`config.mk`:
```
export PLATFORM = sky130hd
export DESIGN_NAME = eth_rx_fsm
export DESIGN_NICKNAME = d
export VERILOG_FILES = /design/src/rtl/eth_pkg.sv /design/src/rtl/eth_rx_crc32_chk.sv /design/src/rtl/eth_rx_fsm.sv
export SDC_FILE = /design/constraint.sdc
export NUM_CORES = 1
export LEC_CHECK = 0
export ABC_CLOCK_PERIOD_IN_PS = 3600
export CORE_ASPECT_RATIO = 1.5
export CORE_MARGIN = 8
export CORE_UTILIZATION = 45
export CTS_CLUSTER_DIAMETER = 200
export DETAILED_ROUTE_END_ITERATION = 6
export GPL_TIMING_DRIVEN = 0
export PLACE_DENSITY = 0.69
export SETUP_SLACK_MARGIN = 0.1
export SYNTH_ARGS = -nofsm -noshare
export SYNTH_HDL_FRONTEND = slang
export SYNTH_SLANG_ARGS = --single-unit
```
`constraint.sdc`:
```
create_clock -name i_eth_clk -period 3.6 [get_ports i_eth_clk]
set_input_delay 0.9 -clock i_eth_clk [delete_from_list [all_inputs] [get_ports i_eth_clk]]
set_output_delay 0.9 -clock i_eth_clk [all_outputs]
set_load 0.02 [all_outputs]
```
`src/rtl/eth_pkg.sv`:
```
// rtl/eth_pkg.sv - shared Ethernet framer constants, state encoding and CRC-32 byte step
//
// Purpose: constants and types used by both the receive and transmit framers.
//   eth_state_t     : framer state encoding (ST_FCS / ST_IPG are used by the transmit side only)
//   PREAMBLE_BYTE   : 8'h55
//   SFD_BYTE        : 8'hD5
//   BCAST_MAC       : all-ones destination
//   CRC_POLY        : reflected CRC-32 polynomial
//   CRC_INIT        : CRC register preset
//   CRC_RESIDUE     : register value after a frame plus its correct FCS (no final inversion)
//   crc32_byte()    : one byte of reflected CRC-32, LSB first
package eth_pkg;

    typedef enum logic [2:0] {
        ST_IDLE     = 3'd0,
        ST_PREAMBLE = 3'd1,
        ST_MAC_DES  = 3'd2,
        ST_MAC_SRC  = 3'd3,
        ST_PAYLOAD  = 3'd4,
        ST_FCS      = 3'd5,
        ST_IPG      = 3'd6,
        ST_DROP     = 3'd7
    } eth_state_t;

    localparam logic [7:0]  PREAMBLE_BYTE = 8'h55;
    localparam logic [7:0]  SFD_BYTE      = 8'hD5;
    localparam logic [47:0] BCAST_MAC     = 48'hFFFF_FFFF_FFFF;
    localparam logic [31:0] CRC_POLY      = 32'hEDB8_8320;
    localparam logic [31:0] CRC_INIT      = 32'hFFFF_FFFF;
    localparam logic [31:0] CRC_RESIDUE   = 32'hDEBB_20E3;

    function automatic logic [31:0] crc32_byte(input logic [31:0] crc, input logic [7:0] data);
        logic [31:0] c;
        c = crc;
        for (int i = 0; i < 8; i++) begin
            if (c[0] ^ data[i]) begin
                c = (c >> 1) ^ CRC_POLY;
            end else begin
                c = c >> 1;
            end
        end
        return c;
    endfunction

endpackage

```
`src/rtl/eth_rx_crc32_chk.sv`:
```
// rtl/eth_rx_crc32_chk.sv - byte-serial CRC-32 checker with residue match
//
// Purpose: accumulates a reflected CRC-32 over a byte stream and flags when the
// register holds the good-frame residue.
// Ports:
//   i_eth_clk  in   byte clock
//   i_rst      in   synchronous reset, active-high (register preset to CRC_INIT)
//   i_init     in   preset register to CRC_INIT (wins over i_en)
//   i_en       in   fold i_data into the register
//   i_data     in   8-bit data byte, LSB processed first
//   o_match    out  register equals CRC_RESIDUE
module eth_rx_crc32_chk
    import eth_pkg::*;
(
    input  logic       i_eth_clk,
    input  logic       i_rst,
    input  logic       i_init,
    input  logic       i_en,
    input  logic [7:0] i_data,
    output logic       o_match
);

    logic [31:0] crc_q;
    logic [31:0] crc_d;

    always_comb begin
        crc_d = crc_q;
        if (i_init) begin
            crc_d = CRC_INIT;
        end else if (i_en) begin
            crc_d = crc32_byte(crc_q, i_data);
        end
    end

    always_ff @(posedge i_eth_clk) begin
        if (i_rst) begin
            crc_q <= CRC_INIT;
        end else begin
            crc_q <= crc_d;
        end
    end

    assign o_match = (crc_q == CRC_RESIDUE);

endmodule

```
`src/rtl/eth_rx_fsm.sv`:
```
// rtl/eth_rx_fsm.sv - byte-domain Ethernet receive framer
//
// Purpose: hunts preamble/SFD, filters destination MAC, latches source MAC,
// writes EtherType..FCS into RX memory, checks CRC-32 and reports each frame.
// Ports:
//   i_eth_clk      in   receive byte clock
//   i_rst          in   synchronous reset, active-high
//   i_rx_dv        in   byte valid
//   i_rx_er        in   PHY error
//   i_rx_data      in   received byte
//   o_mem_wr_en    out  RX memory write strobe (one cycle after the byte is sampled)
//   o_mem_wr_addr  out  write address, 0 = first EtherType byte
//   o_mem_wr_data  out  write data
//   o_frame_good   out  pulse: frame passed filter, CRC ok, not a runt
//   o_frame_bad    out  pulse: frame passed filter, CRC error or runt
//   o_runt         out  qualifies o_frame_bad
//   o_frame_len    out  bytes written minus FCS, floored at 0
//   o_mac_src      out  source MAC of the last reported frame
//   o_drop_count   out  saturating dropped-frame count
//   o_busy         out  frame in progress after SFD
module eth_rx_fsm
    import eth_pkg::*;
#(
    parameter int          ADDR_W    = 16,
    parameter int          MAX_BYTES = 1536,
    parameter int          MIN_FRAME = 64,
    parameter int          FILTER_EN = 1,
    parameter logic [47:0] LOCAL_MAC = 48'h1A_2B_3C_4D_5E_6F
) (
    input  logic              i_eth_clk,
    input  logic              i_rst,
    input  logic              i_rx_dv,
    input  logic              i_rx_er,
    input  logic [7:0]        i_rx_data,
    output logic              o_mem_wr_en,
    output logic [ADDR_W-1:0] o_mem_wr_addr,
    output logic [7:0]        o_mem_wr_data,
    output logic              o_frame_good,
    output logic              o_frame_bad,
    output logic              o_runt,
    output logic [ADDR_W-1:0] o_frame_len,
    output logic [47:0]       o_mac_src,
    output logic [15:0]       o_drop_count,
    output logic              o_busy
);

    localparam logic [ADDR_W-1:0] MAX_ADDR  = ADDR_W'(MAX_BYTES);
    localparam logic [ADDR_W:0]   MIN_TOTAL = (ADDR_W+1)'(MIN_FRAME);
    // Destination + source MAC bytes, which are counted toward the runt limit but not written.
    localparam logic [ADDR_W:0]   HDR_BYTES = (ADDR_W+1)'(12);
    localparam logic [ADDR_W-1:0] FCS_BYTES = ADDR_W'(4);

    eth_state_t        state_q, state_d;
    logic              armed_q;
    logic [2:0]        cnt_q, cnt_d;
    logic [47:0]       dest_q, dest_d, dest_next;
    logic [47:0]       src_q, src_d;
    logic [ADDR_W-1:0] wr_addr_q, wr_addr_d;

    logic              mem_wr_en_q;
    logic [ADDR_W-1:0] mem_wr_addr_q;
    logic [7:0]        mem_wr_data_q;
    logic              frame_good_q;
    logic              frame_bad_q;
    logic              runt_q;
    logic [ADDR_W-1:0] frame_len_q;
    logic [47:0]       mac_src_q;
    logic [15:0]       drop_count_q;

    logic              crc_init;
    logic              crc_en;
    logic              crc_match;
    logic              wr_en_d;
    logic              report;
    logic              drop_evt;
    logic              runt_now;
    logic [ADDR_W:0]   total_bytes;
    logic [ADDR_W-1:0] len_now;
    logic              dest_ok;

    eth_rx_crc32_chk u_crc (
        .i_eth_clk (i_eth_clk),
        .i_rst     (i_rst),
        .i_init    (crc_init),
        .i_en      (crc_en),
        .i_data    (i_rx_data),
        .o_match   (crc_match)
    );

    // Frame-end classification, evaluated against the byte count so far.
    always_comb begin
        total_bytes = {1'b0, wr_addr_q} + HDR_BYTES;
        runt_now    = (total_bytes < MIN_TOTAL) || (wr_addr_q < FCS_BYTES);
        len_now     = (wr_addr_q < FCS_BYTES) ? '0 : (wr_addr_q - FCS_BYTES);
        dest_next   = {dest_q[39:0], i_rx_data};
        dest_ok     = (FILTER_EN == 0) || (dest_next == BCAST_MAC) || (dest_next == LOCAL_MAC);
    end

    always_comb begin
        state_d   = state_q;
        cnt_d     = cnt_q;
        dest_d    = dest_q;
        src_d     = src_q;
        wr_addr_d = wr_addr_q;
        crc_init  = 1'b0;
        crc_en    = 1'b0;
        wr_en_d   = 1'b0;
        report    = 1'b0;
        drop_evt  = 1'b0;

        case (state_q)
            ST_IDLE: begin
                // Until a dv=0 has been seen after reset, a frame tail may be in flight.
                if (armed_q && i_rx_dv) begin
                    state_d = (i_rx_data == PREAMBLE_BYTE) ? ST_PREAMBLE : ST_DROP;
                end
            end
            ST_PREAMBLE: begin
                if (!i_rx_dv || i_rx_er) begin
                    state_d = ST_DROP;
                end else if (i_rx_data == SFD_BYTE) begin
                    state_d  = ST_MAC_DES;
                    crc_init = 1'b1;
                    cnt_d    = '0;
                end else if (i_rx_data != PREAMBLE_BYTE) begin
                    state_d = ST_DROP;
                end
            end
            ST_MAC_DES: begin
                if (!i_rx_dv) begin
                    // Truncated header: straight to IDLE, still counted as a drop.
                    state_d  = ST_IDLE;
                    drop_evt = 1'b1;
                end else if (i_rx_er) begin
                    state_d = ST_DROP;
                end else begin
                    crc_en = 1'b1;
                    dest_d = dest_next;
                    cnt_d  = cnt_q + 3'd1;
                    if (cnt_q == 3'd5) begin
                        cnt_d   = '0;
                        state_d = dest_ok ? ST_MAC_SRC : ST_DROP;
                    end
                end
            end
            ST_MAC_SRC: begin
                if (!i_rx_dv) begin
                    state_d  = ST_IDLE;
                    drop_evt = 1'b1;
                end else if (i_rx_er) begin
                    state_d = ST_DROP;
                end else begin
                    crc_en = 1'b1;
                    src_d  = {src_q[39:0], i_rx_data};
                    cnt_d  = cnt_q + 3'd1;
                    if (cnt_q == 3'd5) begin
                        cnt_d     = '0;
                        wr_addr_d = '0;
                        state_d   = ST_PAYLOAD;
                    end
                end
            end
            ST_PAYLOAD: begin
                if (!i_rx_dv) begin
                    report  = 1'b1;
                    state_d = ST_IDLE;
                end else if (i_rx_er || (wr_addr_q == MAX_ADDR)) begin
                    state_d = ST_DROP;
                end else begin
                    crc_en    = 1'b1;
                    wr_en_d   = 1'b1;
                    wr_addr_d = wr_addr_q + ADDR_W'(1);
                end
            end
            ST_DROP: begin
                if (!i_rx_dv) begin
                    state_d = ST_IDLE;
                end
            end
            default: begin
                state_d = ST_IDLE;
            end
        endcase

        if ((state_d == ST_DROP) && (state_q != ST_DROP)) begin
            drop_evt = 1'b1;
        end
    end

    always_ff @(posedge i_eth_clk) begin
        if (i_rst) begin
            state_q       <= ST_IDLE;
            armed_q       <= 1'b0;
            cnt_q         <= '0;
            dest_q        <= '0;
            src_q         <= '0;
            wr_addr_q     <= '0;
            mem_wr_en_q   <= 1'b0;
            mem_wr_addr_q <= '0;
            mem_wr_data_q <= '0;
            frame_good_q  <= 1'b0;
            frame_bad_q   <= 1'b0;
            runt_q        <= 1'b0;
            frame_len_q   <= '0;
            mac_src_q     <= '0;
            drop_count_q  <= '0;
        end else begin
            state_q     <= state_d;
            armed_q     <= armed_q | ~i_rx_dv;
            cnt_q       <= cnt_d;
            dest_q      <= dest_d;
            src_q       <= src_d;
            wr_addr_q   <= wr_addr_d;
            mem_wr_en_q <= wr_en_d;
            if (wr_en_d) begin
                mem_wr_addr_q <= wr_addr_q;
                mem_wr_data_q <= i_rx_data;
            end
            frame_good_q <= report && !runt_now && crc_match;
            frame_bad_q  <= report && (runt_now || !crc_match);
            runt_q       <= report && runt_now;
            if (report) begin
                frame_len_q <= len_now;
                mac_src_q   <= src_q;
            end
            if (drop_evt && (drop_count_q != 16'hFFFF)) begin
                drop_count_q <= drop_count_q + 16'd1;
            end
        end
    end

    assign o_mem_wr_en   = mem_wr_en_q;
    assign o_mem_wr_addr = mem_wr_addr_q;
    assign o_mem_wr_data = mem_wr_data_q;
    assign o_frame_good  = frame_good_q;
    assign o_frame_bad   = frame_bad_q;
    assign o_runt        = runt_q;
    assign o_frame_len   = frame_len_q;
    assign o_mac_src     = mac_src_q;
    assign o_drop_count  = drop_count_q;
    assign o_busy        = (state_q == ST_MAC_DES) || (state_q == ST_MAC_SRC) || (state_q == ST_PAYLOAD);

endmodule
```
Yosys cells after proc, flatten, opt, wreduce, memory -nomap -nowiden
Cells that the tools add are included.
{ "totals": {"ff_bits": 251, "in_bits": 12, "out_inout_bits": 109, "word_cells": 157} }
{ "classes": {"add_sub_neg": 5, "magnitude_cmp": 2, "n_eq_ne": 25, "n_mux": 64, "bitwise_logic": 19, "n_reduce_logical": 26} }
{ "ops": {"columns": ["cell", "n"], "rows": [
  ["$mux 32", 22],
  ["$not 13->14", 8],
  ["$mux 16", 6],
  ["$mux 3", 20],
  ["$eq 48x45->1 const B", 1],
  ["$eq 48x48->1 const B", 1],
  ["$add 16x1->16 const B", 2],
  ["$eq 32x32->1 const B", 1],
  ["$pmux 16 s2", 1],
  ["$pmux 3 s6", 1],
  ["$add 16x4->17 const B", 1],
  ["$lt 17x7->1 const B", 1],
  ["$eq 16x11->1 const B", 1],
  ["$lt 16x3->1 const B", 1],
  ["$ne 16x16->1 const B", 1],
  ["$ne 2x2->1 const B", 8],
  ["$sub 16x3->16 const B", 1],
  ["$eq 3x3->1 const B", 4],
  ["$mux 1", 12],
  ["$eq 8x7->1 const B", 1],
  ["$eq 8x8->1 const B", 1],
  ["$ne 8x7->1 const B", 1],
  ["$xor 1x1->1", 8],
  ["$logic_and 1x1->1", 7],
  ["other kinds (17)", 30]
]} }

Depth between registers and ports, before layout
{ "logic_depth": {"word_depth": 33, "depth_mapped": 11, "depth_no_buf": 10} }

Cells and area by module
From an unflattened synthesis, not the netlist that was laid out.
{ "hier_totals": {"hier_cells": 1357, "hier_area_um2": 10938.0} }
{ "by_module_without_submodules": {"columns": ["module", "n_inst", "cells_each", "area_each_um2", "seq_area_each_um2"], "rows": [
  ["eth_rx_fsm", 1, 1140, 8968.6, 4384.2],
  ["eth_rx_crc32_chk", 1, 217, 1969.4, 640.6]
]} }

Worst setup path before layout
Ideal clock, no wire load.
{ "synth_path": {"path_kind": "input port to flip-flop", "from": "input port i_rx_er", "to": "register drop_count_q[11], in the netlist o_drop_count[11]", "setup_time_ns": 0.121, "arrival_ns": 3.131, "required_time_ns": 3.479, "path_slack_ns": 0.348, "path_stages": 9, "path_buffers": 1, "cell_sequence": "clkbuf_1 or3b_2 a221oi_1 a311oi_1 and3b_4 a211oi_4 nand2_4 nor4_1 mux2_2"} }
{ "synth_between": {"elab_chain_len": 8, "elab_cells_between_ends": 14, "classes_between": "1 x eq/ne; 9 x mux; 4 x reduce/logical"} }
{ "synth_rtl": {"columns": ["element", "line_no", "text"], "rows": [
  ["from (decl)", "eth_rx_fsm.sv:33", "input logic i_rx_er,"],
  ["$logic_or 1x1->1", "eth_rx_fsm.sv:167", "end else if (i_rx_er || (wr_addr_q == MAX_ADDR)) begin"],
  ["$mux 3", "eth_rx_fsm.sv:167", null],
  ["$mux 3", "eth_rx_fsm.sv:164", "if (!i_rx_dv) begin"],
  ["$pmux 3 s6 (*)", "eth_rx_fsm.sv:111", "case (state_q)"],
  ["$eq 3x3->1 (*)", "eth_rx_fsm.sv:185", "if ((state_d == ST_DROP) && (state_q != ST_DROP)) begin"],
  ["$logic_and 1x1->1 (*)", "eth_rx_fsm.sv:185", null],
  ["$mux 1 (*)", "eth_rx_fsm.sv:185", null],
  ["$logic_and 1x1->1 (*)", "eth_rx_fsm.sv:226", "if (drop_evt && (drop_count_q != 16'hFFFF)) begin"],
  ["to (signal assigned)", "eth_rx_fsm.sv:227", "drop_count_q <= drop_count_q + 16'd1;"],
  ["to (decl)", "eth_rx_fsm.sv:68", "logic [15:0] drop_count_q;"]
]} }
Mark *: on every way between the ends. The rest lies on a longest branch, timed or not.
A chain may end at the register's enable or synchronous reset.

Worst setup path after layout
{ "layout_path": {"from": "input port i_rx_data[6]", "to": "register drop_count_q[11], in the netlist o_drop_count[11]"} }
{ "layout_between": {"elab_chain_len": 11, "elab_cells_between_ends": 20, "classes_between": "6 x eq/ne; 11 x mux; 3 x reduce/logical"} }
{ "layout_rtl": {"columns": ["element", "line_no", "text"], "rows": [
  ["from (decl)", "eth_rx_fsm.sv:34", "input logic [7:0] i_rx_data,"],
  ["$eq 48x48->1 or $eq 48x45->1 (tied branches)", "eth_rx_fsm.sv:96", "dest_ok = (FILTER_EN == 0) || (dest_next == BCAST_MAC) || (dest_next == LOCAL_MAC);"],
  ["$logic_or 1x1->1", "eth_rx_fsm.sv:96", null],
  ["$mux 3", "eth_rx_fsm.sv:142", "state_d = dest_ok ? ST_MAC_SRC : ST_DROP;"],
  ["$mux 3", "eth_rx_fsm.sv:140", "if (cnt_q == 3'd5) begin"],
  ["$mux 3", "eth_rx_fsm.sv:134", "end else if (i_rx_er) begin"],
  ["$mux 3", "eth_rx_fsm.sv:130", "if (!i_rx_dv) begin"],
  ["$pmux 3 s6 (*)", "eth_rx_fsm.sv:111", null],
  ["$eq 3x3->1 (*)", "eth_rx_fsm.sv:185", null],
  ["$logic_and 1x1->1 (*)", "eth_rx_fsm.sv:185", null],
  ["$mux 1 (*)", "eth_rx_fsm.sv:185", null],
  ["$logic_and 1x1->1 (*)", "eth_rx_fsm.sv:226", null]
]} }
Marked as above.

==> impl_metrics.sql <==
INSERT INTO impl_metrics (metric_group, metric, value, unit) VALUES
('synthesis', 'count_of_cell_types_in_the_netlist', '57', ''),
('setup_path', 'r2r-start', 'wr_addr_q[2]', ''),
('sta', 'hold_slack', '0.451', 'ns'),
('placed_design', 'finalWeightedCongestion', '0.920', ''),
('die', 'floorplan.core_area', '0.0234', 'mm^2'),
('cts', 'post_cts.repair.setup_buffers', '0', ''),
('die', 'core.rowCount', '69', ''),
('power_and_ir_drop', 'vdd_ir_drop_max', '580', 'uV'),
('setup_path', 'critical_path.endpoint_type', 'register', ''),
('placed_design', 'port_buffers', '116', ''),
('sta', 'final-max-slew-violation-count', '0', ''),
('routing', 'drt-initial-drc-count', '400', ''),
('cts', 'worst_setup_hold_path_clk_slew', '0.06', 'ns'),
('layout', 'number_of_nets_at_the_end_of_the_flow', '1469', ''),
('die', 'floorplan.die.height', '204', 'um'),
('cts', 'cts_max_path_buffers', '3', ''),
('sta', 'finalCritPeriodShare', '93.0', '%'),
('power_and_ir_drop', 'finalPower', '0.00726', 'W'),
('global_routing', 'grt_pass1_wl', '47400', 'um'),
('cts', 'numClockSinks', '251', ''),
('synthesis', 'seq_area_frac_synth', '47.4', '%'),
('cts', 'cts_repair_resized_insts', '1', ''),
('layout', 'finalInstanceArea', '0.0129', 'mm^2'),
('routing', 'ant_nets', '0', ''),
('global_routing', 'grt_antenna_before_repair', '0', ''),
('worst_hold_path', 'min-delay-start', 'src_q[40]', ''),
('sta', 'rsz_0062_raised_after_global_routing', 'false', ''),
('sta', 'max_slew.worst_pin.slew', '0.914', 'ns'),
('routing', 'drc', '0', ''),
('setup_path', 'timing.critical_path.required', '4.01', 'ns'),
('synthesis', 'synth_fp_nets', '1327', ''),
('run', 'timing.max_cap.violations', '0', ''),
('die', 'die_area', '0.0288', 'mm^2'),
('setup_path', 'path_cells', 'clkdlybuf4s50_1 > nor3b_1 > nand4_1 > a2bb2oi_1 > a211oi_2 > a211oi_4 > nand2_4 > nor4_1 > mux2_2', ''),
('synthesis', 'synth_warnings', '0', ''),
('global_routing', 'grt_use_total', '20.0', '%'),
('cts', 'cts-buffers-inserted', '24', ''),
('layout', 'multi_input_area', '0.00519', 'mm^2'),
('layout', 'fillerInstances', '2289', ''),
('setup_path', 'critical_path_peak_fanout', '7', ''),
('routing', 'dr.pass1.iters', '5', ''),
('setup_path', 'timing.critical_path.slowest_stage_cell', 'clkdlybuf4s50_1', ''),
('layout', 'synthToLayoutAreaGrowth', '22.0', '%'),
('sta', 'finalWorstSetupSlack', '0.253', 'ns'),
('synthesis', 'postSynth.asyncResetShare', '0', '%'),
('setup_path', 'slowest_delay', '0.69', 'ns'),
('layout', 'fin_util', '55.3', '%'),
('cts', 'clk_root_buffer_cell', 'clkbuf_16', ''),
('cts', 'clk-insertion-delay-late', '0.52', 'ns'),
('global_routing', 'pin_count_of_the_biggest_net_entering_global_routing', '15', ''),
('cts', 'cts_tree', 'yes', ''),
('setup_path', 'worstSetupPathType', 'input pin to register', ''),
('sta', 'max_freq', '299', 'MHz'),
('synthesis', 'synth_seq_cells', '251', ''),
('worst_hold_path', 'worst_hold_path_type', 'register to register', ''),
('sta', 'finalHoldViolations', '0', ''),
('die', 'chipWidth', '141', 'um'),
('synthesis', 'netlist_area', '0.0106', 'mm^2'),
('power_and_ir_drop', 'leak_pwr', '4.49', 'nW'),
('sta', 'final.setup_skew', '0.00784', 'ns'),
('synthesis', 'synth-main-ff-cell', 'dfxtp_1', ''),
('synthesis', 'synth_edf_count', '0', ''),
('sta', 'maxSlewHeadroom', '38.6', '%'),
('setup_path', 'startpoint_kind_of_the_worst_setup_timing_path', 'input pin', ''),
('placed_design', 'dpl.hpwl', '21800', 'um'),
('die', 'initial_core_util', '45.3', '%'),
('global_routing', 'first_global_vias', '9421', ''),
('power_and_ir_drop', 'pwr_density_cell', '561', 'mW/mm^2'),
('global_routing', 'grt_overflow', '0', ''),
('status', 'status', 'finished, final reports clean', ''),
('setup_path', 'critical_path_arrival', '3.76', 'ns');
cells in the final DEF, fill, tap and decap left out, types with 20 or more instances in the layout:
cell / count
a21oi_1: 160
nand2_1: 335
xnor2_1: 61
clkbuf_1: 75
nand4_1: 24
dfxtp_1: 251
nor2_1: 114
o211ai_1: 25
mux2i_1: 20
o21ai_0: 20
xor2_1: 41
clkdlybuf4s50_1: 116
clkbuf_16: 24
routing by layer:
metal	up-vias	track usage [%]	share of wire (%)
li1	4685	-	-
met1	4447	21.0	38
met2	263	37.5	52
met3	72	4.00	6.7
met4	0	9.01	3.5
met5	-	0	0
stage by stage:
| step | std cells | setup TNS [ns] |
|---|---|---|
| 2_1_floorplan | 1309 | 0 |
| 3_3_place_gp | 1744 | -5.32 |
| 3_5_place_dp | 1744 | -6.27 |
| 4_1_cts | 1786 | 0 |
| 5_1_grt | 1786 | 0 |
| 6_report | 1786 | 0 |
kinds of logic after synthesis:
family | after synthesis | synth area share (%)
DFF | 251 | 47.4
adders and majority gates | 6 | 0.708
buffers and inverters | 100 | 3.74
and+or+nand+nor | 578 | 24.0
AOI/OAI and AO/OA | 251 | 13.8
xor gates and xnor gates | 102 | 8.42
muxes | 21 | 1.99
cell usage after synthesis, types with 15 or more instances:
master / count / share of area (%)
a21oi_1: 160 / 7.6
a22oi_1: 15 / 1.1
clkbuf_1: 71 / 2.5
dfxtp_1: 251 / 47
mux2i_1: 20 / 1.9
nand2_1: 335 / 12
nand4_1: 24 / 1.4
nor2_1: 114 / 4.0
nor3_1: 15 / 0.71
nor4_1: 15 / 0.88
o211ai_1: 25 / 1.8
o21ai_0: 20 / 0.94
xnor2_1: 61 / 5.0
xor2_1: 41 / 3.4
worst paths after layout:
path                      end  slack (ns)  cells after the start
max          o_drop_count[11]        0.25                      9
min             o_mac_src[40]        0.45                      2
max reg2reg   o_frame_len[14]        0.48                     11
min reg2reg     o_mac_src[40]        0.45                      2
layout make-up:
| cell class | instances | share of cell area (%) |
|---|---|---|
| Buffer | 87 | 2.69 |
| Clock buffer | 33 | 5.29 |
| Clock inverter | 9 | 0.667 |
| Inverter | 13 | 0.377 |
| Multi-Input combinational cell | 958 | 40.1 |
| Sequential cell | 251 | 38.8 |
| Tap cell | 319 | 3.08 |
| Timing Repair Buffer | 116 | 8.97 |
where the power goes:
group	total (W)	internal (W)	switching [W]	leakage, nW
clock network	0.00246	0.00140	0.00105	0.377
registers	0.00303	0.00290	0.000132	2.03
logic	0.00178	0.000711	0.00107	2.08
total	0.00726	0.00501	0.00225	4.49
registers in the layout, summed over array words and instances, names as in the netlist, 3 cells and up:
| signal | flops |
|---|---|
| cnt_q | 3 |
| dest_q | 40 |
| o_drop_count | 16 |
| o_frame_len | 16 |
| o_mac_src | 48 |
| o_mem_wr_addr | 16 |
| o_mem_wr_data | 8 |
| src_q | 48 |
| state_q | 3 |
| u_crc.crc_q | 32 |
| wr_addr_q | 16 |
worst reg2reg max path, stage by stage, from the launching register on:
cell and delay [ns]:
dfxtp_1 0.36, inv_1 0.19, ha_1 0.31, nor3b_1 0.40
nand2_1 0.14, or3_1 0.37, or3_1 0.39, nor2_1 0.14
nor2_1 0.14, clkbuf_1 0.28, a22oi_1 0.21, nor2_1 0.06
(Power assumes the default switching activity.)
